## src/rtl/result_stream_tx_if.sv

```systemverilog
// Word stream between result_stream_tx and the SPI slave transmitter.
// Optional macro RESULT_STREAM_LAST_EN adds spi_word_last to the stream.
//
// Handshake: a word transfers on every rising clk edge where
// spi_word_valid && spi_word_ready are both high. Once the master raises
// spi_word_valid it holds valid and data (and last) unchanged until that
// transfer happens; ready may toggle freely and never gates valid.
interface result_stream_tx_if #(
    parameter int DATA_WIDTH = 16
);
    logic                  spi_word_valid;
    logic [DATA_WIDTH-1:0] spi_word_out;
    logic                  spi_word_ready;
`ifdef RESULT_STREAM_LAST_EN
    logic                  spi_word_last;

    modport master (
        output spi_word_valid,
        output spi_word_out,
        output spi_word_last,
        input  spi_word_ready
    );

    modport slave (
        input  spi_word_valid,
        input  spi_word_out,
        input  spi_word_last,
        output spi_word_ready
    );
`else
    modport master (
        output spi_word_valid,
        output spi_word_out,
        input  spi_word_ready
    );

    modport slave (
        input  spi_word_valid,
        input  spi_word_out,
        output spi_word_ready
    );
`endif
endinterface

```

## src/rtl/result_stream_tx.sv

```systemverilog
// result_stream_tx: captures D_MODEL-word result columns into two ping-pong
// banks and serializes them word 0 first onto a valid/ready word stream.
// Capture and transmission overlap, so one column fills while the other drains.
// Optional macro RESULT_STREAM_LAST_EN adds spi_word_last (marks word D_MODEL-1).
module result_stream_tx #(
    parameter int  D_MODEL    = 64,
    parameter int  DATA_WIDTH = 16,
    localparam int IDX_W      = $clog2(D_MODEL)
) (
    input  logic                          clk,
    input  logic                          rst,
    input  logic                          col_valid,
    input  logic [D_MODEL*DATA_WIDTH-1:0] col_in,
    output logic                          col_ready,
    result_stream_tx_if.master            spi,
    output logic                          stream_done,
    output logic                          overflow,
    output logic                          dbg_state_o,
    output logic [IDX_W-1:0]              dbg_col_cnt_o
);

    typedef enum logic {
        S_IDLE = 1'b0,
        S_SEND = 1'b1
    } state_t;

    localparam logic [IDX_W-1:0] LAST_IDX = IDX_W'(D_MODEL - 1);

    state_t                state_q, state_d;
    logic [DATA_WIDTH-1:0] bank_q [2][D_MODEL];
    logic [1:0]            full_q, full_d;
    logic                  wr_sel_q, wr_sel_d;
    logic                  rd_sel_q, rd_sel_d;
    logic [IDX_W-1:0]      word_idx_q, word_idx_d;
    logic [IDX_W-1:0]      col_cnt_q, col_cnt_d;
    logic                  overflow_q, overflow_d;
    logic                  valid_q, valid_d;
    logic [DATA_WIDTH-1:0] out_q, out_d;
    logic                  done_q, done_d;
`ifdef RESULT_STREAM_LAST_EN
    logic                  last_q, last_d;
`endif

    logic capture;
    logic accept;
    logic last_word;

    // Readiness comes only from registered flags, so a bank freed this very
    // cycle is not yet visible to the capture side.
    assign col_ready = ~full_q[wr_sel_q];
    assign capture   = col_valid & col_ready;
    assign accept    = valid_q & spi.spi_word_ready;
    assign last_word = (word_idx_q == LAST_IDX);

    assign spi.spi_word_valid = valid_q;
    assign spi.spi_word_out   = out_q;
`ifdef RESULT_STREAM_LAST_EN
    assign spi.spi_word_last  = last_q;
`endif
    assign stream_done   = done_q;
    assign overflow      = overflow_q;
    assign dbg_state_o   = state_q;
    assign dbg_col_cnt_o = col_cnt_q;

    // State register: FSM, bank bookkeeping and registered stream outputs.
    always_ff @(posedge clk) begin
        if (rst) begin
            state_q    <= S_IDLE;
            full_q     <= 2'b00;
            wr_sel_q   <= 1'b0;
            rd_sel_q   <= 1'b0;
            word_idx_q <= '0;
            col_cnt_q  <= '0;
            overflow_q <= 1'b0;
            valid_q    <= 1'b0;
            out_q      <= '0;
            done_q     <= 1'b0;
`ifdef RESULT_STREAM_LAST_EN
            last_q     <= 1'b0;
`endif
        end else begin
            state_q    <= state_d;
            full_q     <= full_d;
            wr_sel_q   <= wr_sel_d;
            rd_sel_q   <= rd_sel_d;
            word_idx_q <= word_idx_d;
            col_cnt_q  <= col_cnt_d;
            overflow_q <= overflow_d;
            valid_q    <= valid_d;
            out_q      <= out_d;
            done_q     <= done_d;
`ifdef RESULT_STREAM_LAST_EN
            last_q     <= last_d;
`endif
        end
    end

    // Bank storage: a whole column lands in the write bank in one cycle.
    always_ff @(posedge clk) begin
        if (!rst && capture) begin
            for (int k = 0; k < D_MODEL; k++) begin
                bank_q[wr_sel_q][k] <= col_in[k*DATA_WIDTH +: DATA_WIDTH];
            end
        end
    end

    // Next-state: transmit sequencing, read bank hand-over and column count.
    always_comb begin
        state_d    = state_q;
        word_idx_d = word_idx_q;
        rd_sel_d   = rd_sel_q;
        col_cnt_d  = col_cnt_q;
        done_d     = 1'b0;
        case (state_q)
            S_IDLE: begin
                if (full_q[rd_sel_q]) begin
                    state_d    = S_SEND;
                    word_idx_d = '0;
                end
            end
            S_SEND: begin
                if (accept) begin
                    if (!last_word) begin
                        word_idx_d = word_idx_q + IDX_W'(1);
                    end else begin
                        rd_sel_d   = ~rd_sel_q;
                        word_idx_d = '0;
                        done_d     = (col_cnt_q == LAST_IDX);
                        col_cnt_d  = (col_cnt_q == LAST_IDX) ? '0 : col_cnt_q + IDX_W'(1);
                        // Other bank already full: continue with no bubble.
                        state_d    = full_q[~rd_sel_q] ? S_SEND : S_IDLE;
                    end
                end
            end
            default: state_d = S_IDLE;
        endcase
    end

    // Next-state: bank full flags, write select and sticky overflow.
    always_comb begin
        full_d     = full_q;
        wr_sel_d   = wr_sel_q;
        overflow_d = overflow_q;
        // Freeing and filling never hit the same bank: filling needs it
        // empty, freeing needs it full.
        if (state_q == S_SEND && accept && last_word) begin
            full_d[rd_sel_q] = 1'b0;
        end
        if (col_valid) begin
            if (col_ready) begin
                full_d[wr_sel_q] = 1'b1;
                wr_sel_d         = ~wr_sel_q;
            end else begin
                overflow_d = 1'b1;
            end
        end
    end

    // Output decode: the word presented next cycle follows the next state,
    // which keeps data stable while ready is low.
    always_comb begin
        valid_d = (state_d == S_SEND);
        out_d   = valid_d ? bank_q[rd_sel_d][word_idx_d] : '0;
`ifdef RESULT_STREAM_LAST_EN
        last_d  = valid_d && (word_idx_d == LAST_IDX);
`endif
    end

endmodule

```

## src/flat_wrapper.sv

```systemverilog
// flat-port wrapper written by rule: the top's interface ports become plain ports
module result_stream_tx_flat 
#(
    parameter int  D_MODEL    = 64,
    parameter int  DATA_WIDTH = 16,
    localparam int IDX_W      = $clog2(D_MODEL)
)
  (clk, rst, col_valid, col_in, col_ready, stream_done, overflow, dbg_state_o, dbg_col_cnt_o, spi_spi_word_valid, spi_spi_word_out, spi_spi_word_ready);
  result_stream_tx_if #(.DATA_WIDTH(DATA_WIDTH)) spi_i ();
  input  logic clk;
  input  logic rst;
  input  logic col_valid;
  input  logic [D_MODEL*DATA_WIDTH-1:0] col_in;
  output logic col_ready;
  output logic stream_done;
  output logic overflow;
  output logic dbg_state_o;
  output logic [IDX_W-1:0] dbg_col_cnt_o;
  output wire logic [$bits(spi_i.spi_word_valid)-1:0] spi_spi_word_valid;
  output wire logic [$bits(spi_i.spi_word_out)-1:0] spi_spi_word_out;
  input wire logic [$bits(spi_i.spi_word_ready)-1:0] spi_spi_word_ready;
  assign spi_spi_word_valid = spi_i.spi_word_valid;
  assign spi_spi_word_out = spi_i.spi_word_out;
  assign spi_i.spi_word_ready = spi_spi_word_ready;
  result_stream_tx #(.D_MODEL(D_MODEL), .DATA_WIDTH(DATA_WIDTH)) u_core (.clk(clk), .rst(rst), .col_valid(col_valid), .col_in(col_in), .col_ready(col_ready), .spi(spi_i), .stream_done(stream_done), .overflow(overflow), .dbg_state_o(dbg_state_o), .dbg_col_cnt_o(dbg_col_cnt_o));
endmodule
```

## config.mk

```make
export PLATFORM = sky130hd
export DESIGN_NAME = result_stream_tx_flat
export DESIGN_NICKNAME = d
export VERILOG_FILES = /design/src/rtl/result_stream_tx_if.sv /design/src/rtl/result_stream_tx.sv /design/src/flat_wrapper.sv
export SDC_FILE = /design/constraint.sdc
export NUM_CORES = 2
export LEC_CHECK = 0
export CAP_MARGIN = 20
export CORE_AREA = 5 5 411 413
export DETAILED_ROUTE_END_ITERATION = 6
export DIE_AREA = 0 0 416 418
export HOLD_SLACK_MARGIN = 0.05
export PLACE_DENSITY = 0.8
export SLEW_MARGIN = 40
export SYNTH_ARGS = -nofsm -noshare
export SYNTH_HDL_FRONTEND = slang
export SYNTH_SLANG_ARGS = --single-unit
```

## constraint.sdc

```tcl
create_clock -name clk -period 153.1 [get_ports clk]
set_input_delay 15.31 -clock clk [delete_from_list [all_inputs] [get_ports clk]]
set_output_delay 15.31 -clock clk [all_outputs]
set_load 0.01 [all_outputs]
```

# After elaboration in Yosys (flattened, before gate mapping)
# Memory sizes are Yosys's and may differ from the RTL's.
# Index checks and enable logic that the tools add are counted.
# Widths: inputs -> output; s select.
# op_classes
add_sub_neg	2
order_cmp	6
eq_ne	2
muxes	31
bitwise_logic	13
reduce_logical	11
# op_table
op	n
$bmux 16 s6	1
$mux 16	2
$mux 6	4
$mux 1	17
$add 6x1->6 const B	2
$eq 6x6->1 const B	2
$pmux 6 s2	1
$ge 7x7->1 const B	1
$not 1->1	7
$not 6->7	1
$lt 1x2->1 const B	3
$mux 2	3
$logic_and 1x1->1	5
$reduce_and 2->1	2
$reduce_or 4->1	1
$reduce_and 3->1	1
$and 1x1->1	2
$and 2x2->2	1
$demux 1 s1	2
$ge 1x1->1 const B	2
$not 2->2	1
$or 2x2->2	1
$pmux 1 s2	1
$reduce_or 2->1	1
$logic_not 1->1	1
# totals
reg_bits	35
ramBits	2048
wordCells	75
n_memories	1
# mem_list
name	words	word_bits	rd	rd_clocked_by_memory_dff	wr	line_no	rtl
u_core.bank_q	2	1024	1	0	1	result_stream_tx.sv:30	logic [DATA_WIDTH-1:0] bank_q [2][D_MODEL];

# Longest topological paths before layout
# depth
ltp_word	10
ltp_mapped	14
mapped_depth_nobuf	9

# Worst setup path before layout
# OpenSTA, ideal clock, no wires.
# synth_timing
path_kind	input port to flip-flop
from	in rst
to	mem u_core.bank_q[0][0] (netlist name) (enable)
setup_ns	5.273
arrival_time_ns	119.165
setup_slack_ns	28.662
stages	2
path_cell_list	clkbuf_1 -> nor4b_1
# synth_via
elab_chain_len	4
# synth_lines
element	line_no	rtl
from (decl)	flat_wrapper.sv:11	input logic rst;
$logic_not 1->1	result_stream_tx.sv:100	if (!rst && capture) begin
$logic_and 1x1->1	result_stream_tx.sv:100	
$mux 1	result_stream_tx.sv:100	
$mux 1 (not written as such)	result_stream_tx.sv:102	bank_q[wr_sel_q][k] <= col_in[k*DATA_WIDTH +: DATA_WIDTH];
to (decl)	result_stream_tx.sv:30	
# Every way passes these cells.

# Worst setup path in the final report
# layout_timing
from	in spi_spi_word_ready
to	reg u_core.out_q[0] (netlist: u_core.spi.spi_word_out[0])
# layout_via
elab_chain_len	7
word_cells_on_any_way	14
# layout_lines
element	line_no	rtl
from (decl)	flat_wrapper.sv:21	input wire logic [$bits(spi_i.spi_word_ready)-1:0] spi_spi_word_ready;
$and 1x1->1 (*)	result_stream_tx.sv:52	assign accept = valid_q & spi.spi_word_ready;
$mux 1 / $mux 6 (equally long branches)	result_stream_tx.sv:122	if (accept) begin
$mux 1 / $pmux 6 s2 (equally long branches)	result_stream_tx.sv:114	case (state_q)
$mem_v2 2x1024 / $not 6->7 (equally long branches)	--	
$bmux 16 s6	result_stream_tx.sv:163	out_d = valid_d ? bank_q[rd_sel_d][word_idx_d] : '0;
$mux 16 (not written as such) (2 in series)	result_stream_tx.sv:163	
to (signal assigned)	result_stream_tx.sv:90	out_q <= out_d;
to (decl)	result_stream_tx.sv:38	logic [DATA_WIDTH-1:0] out_q, out_d;
# Every way passes the cells marked *; elsewhere a longest branch is shown, timed or not. The select of a mux whose other input is x is not followed.
# A chain may end at the register's enable or synchronous reset.

==> out/metrics.cfg <==
[critical_path]
cp_common_cell = buf_4
startpoint_type = input port
critical_path_class = input port to flip-flop
crit_path_end_kind = flip-flop
crit_required_ps = 153760
critical_path.cell_chain = clkbuf_8 > nand4_2 > buf_4 > nor2_4 > buf_4 > nor2_4 > buf_4 > buf_4 > and2_1 > a2111oi_0 > a211oi_2 > o41ai_2 > nand4_1
critPathSlowestCell = o41ai_2
slowest_delay_ps = 880
crit_fanout = 72
worstPathArrival_ps = 20770
reg2reg_depth = 12

[die]
die_x_um = 416
ioPinCount = 1055
die_y_um = 418
rows = 149
start_util = 0.516
dieArea_mm2 = 0.174
core_area_mm2 = 0.164

[yosys]
synth_top_family_by_area = multiplexers
synthCells = 5132
synth_mux_area_frac = 0.112
yosysWarnings = 0
synthAdderAreaFrac = 0.000295
synth_top_flop_cell = edfxtp_1
synth_xor_xnor_area_share = 0.000619
syn-cell-area_mm2 = 0.0849
syn_area_per_cell_um2 = 16.5
yosysSeqAreaShare = 0.733
synth.net_count = 6162
synth_compound_area_frac = 0.0906
synth_edf_count = 2048
ys_types = 73
async_flop_share = 0
ys_ff_latch = 2083
yosys.area_share.simple = 0.0454

[clocking]
cts-htree-levels = 4
cts.sinks = 2083
cts.path.max_buffers = 3
cts_buffers = 204
clk_latency_ps = 880
cts_tree = built
clk_pin_slew_worst_paths_ps = 60
cts_resized = 0
cts.hold.buffers_added = 0
cts_root_buffer = clkbuf_16
cts_setup_buffers = 0

[global_routing]
antenna_found_initial = 162
grt_max_degree = 131
overflow = 0
grt_pass1_vias = 55300
grt_usage = 0.325
grt_pass1_wl_um = 402000

[layout]
fillers = 11300
drive_above_1_share = 0.134
areaGrowthSynthToFinish_pct = 24.1
nets = 7172
layout_commonest_cell = edfxtp_1
final_cell_mix = edfxtp_1, clkdlybuf4s50_1, nand2_1

[timing]
period_needed_ps = 20110
rsz0062_at_grt = no
setup_viol = 0
fmax_mhz = 49.7
fin_worst_skew_ps = 56.7
tightest_slew_ps = 1000
tns_ps = 0
whs_ps = 467
max_slew_margin = 0.329
drv_slew = 0
min_period_over_period = 0.131
hold_viol = 0

[detailed_routing]
ant_nets = 0
wirelength_um = 295000
drt_iter0_drc = 8709
dr.pass1.iters = 7
vias_per_cell = 6.47
vias = 55800
route.detailed.drc = 22
wl_per_cell_um = 34.2

[power]
p_sw_mw = 0.284
vdd_drop_max_mv = 0.0119
leakagePower_nw = 35.2
switching_share = 0.226
clkPwrFrac = 0.391
p_comb_frac = 0.082
power.density_mw_per_mm2 = 11.9
power_mw = 1.26
p_int_mw = 0.971
power_frac_seq = 0.526

[min_path]
min_path_type = flip-flop to flip-flop
hold_depth = 1

[placement]
place.port_buffers = 1054
gp_congestion = 0.891
hpwl_um = 203000

[status]
status = complete, but fails checks
violations = design-rule violations

[flow_run]
maxCapViolations = 0

==> metrics by stage <==
step                worst slack, ps  utilization  instances  area, µm²
CTS                          133180        0.638       8490     105000
finish                       132990        0.641       8627     105000
floorplan                     28660            -       5132      84900
global placement             131740        0.596       8116      98000
detailed placement           132290        0.599       8121      98400
global route                 132950        0.641       8605     105000
==> power groups by stage <==
stage	sequential (mW)	clock, mW	combinational, mW
after floorplan	0.756	0	0.0410
final	0.661	0.491	0.103
after global placement	0.671	0	0.0975
after global routing	0.662	0.520	0.107
after CTS	0.660	0.494	0.102
after detailed placement	0.672	0	0.101
==> layout make-up <==
cell class / count / area [µm²] / area share
Inverter: 4 / 22.5 / 0.000214
Antenna cell: 133 / 333 / 0.00316
Clock inverter: 123 / 1180 / 0.0112
Timing Repair Buffer: 1181 / 11900 / 0.113
Multi-Input combinational cell: 2668 / 21700 / 0.206
Clock buffer: 246 / 5290 / 0.0502
Sequential cell: 2083 / 62200 / 0.590
Tap cell: 2189 / 2740 / 0.0260
==> final timing paths <==
check        slack (ps)                          end                 start
min                 470              u_core.overflow       u_core.overflow
max              132990   u_core.spi.spi_word_out[0]    spi_spi_word_ready
min reg2reg         470              u_core.overflow       u_core.overflow
max reg2reg      147050  u_core.spi.spi_word_out[10]  u_core.word_idx_q[1]
==> state kept, by name, indices dropped and copies added, names as in the netlist <==
register,cells
u_core.full_q,2
u_core.dbg_state_o,1
u_core.stream_done,1
u_core.overflow,1
u_core.dbg_col_cnt_o,6
u_core.rd_sel_q,1
u_core.spi.spi_word_out,16
u_core.bank_q,2048
u_core.word_idx_q,6
u_core.wr_sel_q,1
==> critical path, delay by kind of cell <==
kind            cells  cell delay, ps
simple gates        5            1050
compound gates      3            1810
buf+inv             5            2230
==> Yosys cell counts, types with 6 or more instances <==
cell | instances | area share
mux2i_1 | 357 | 0.042
o22a_1 | 45 | 0.0046
nand2_1 | 427 | 0.019
a21oi_1 | 258 | 0.015
and2_0 | 10 | 0.00074
o22ai_1 | 50 | 0.0037
dfxtp_1 | 35 | 0.0083
a31oi_1 | 19 | 0.0014
a21o_1 | 62 | 0.0055
a221oi_1 | 84 | 0.0087
nand2b_1 | 61 | 0.0045
a32oi_1 | 63 | 0.0065
edfxtp_1 | 2048 | 0.72
a222oi_1 | 62 | 0.0073
o41ai_1 | 16 | 0.0017
a211oi_1 | 139 | 0.012
nor2_1 | 118 | 0.0052
buf_2 | 102 | 0.0060
o21ai_0 | 163 | 0.0096
and2_1 | 8 | 0.00059
buf_4 | 6 | 0.00053
clkbuf_1 | 244 | 0.011
a211o_1 | 30 | 0.0031
mux2_1 | 20 | 0.0027
nor4_1 | 33 | 0.0024
nand3_1 | 88 | 0.0052
buf_1 | 23 | 0.0010
nand4_1 | 32 | 0.0024
a22oi_1 | 47 | 0.0042
mux4_2 | 173 | 0.046
and3_1 | 50 | 0.0037
mux2_2 | 158 | 0.021
a2111oi_0 | 28 | 0.0029
==> metal layers <==
metal  up-vias  share of wire  track usage
met4        46          0.082        0.245
met5         -         0.0010            0
li1      23000              -            -
met1     27800           0.33        0.387
met2      4192           0.48        0.520
met3       792           0.10       0.0746
==> cells by family after synthesis <==
group / count (synthesis)
mux: 709
flops: 2083
simple gates: 846
fa+ha+maj: 2
xor+xnor: 6
buf+inv: 381
compound gates: 1105
No activity file was read; power rests on OpenSTA's default activity.
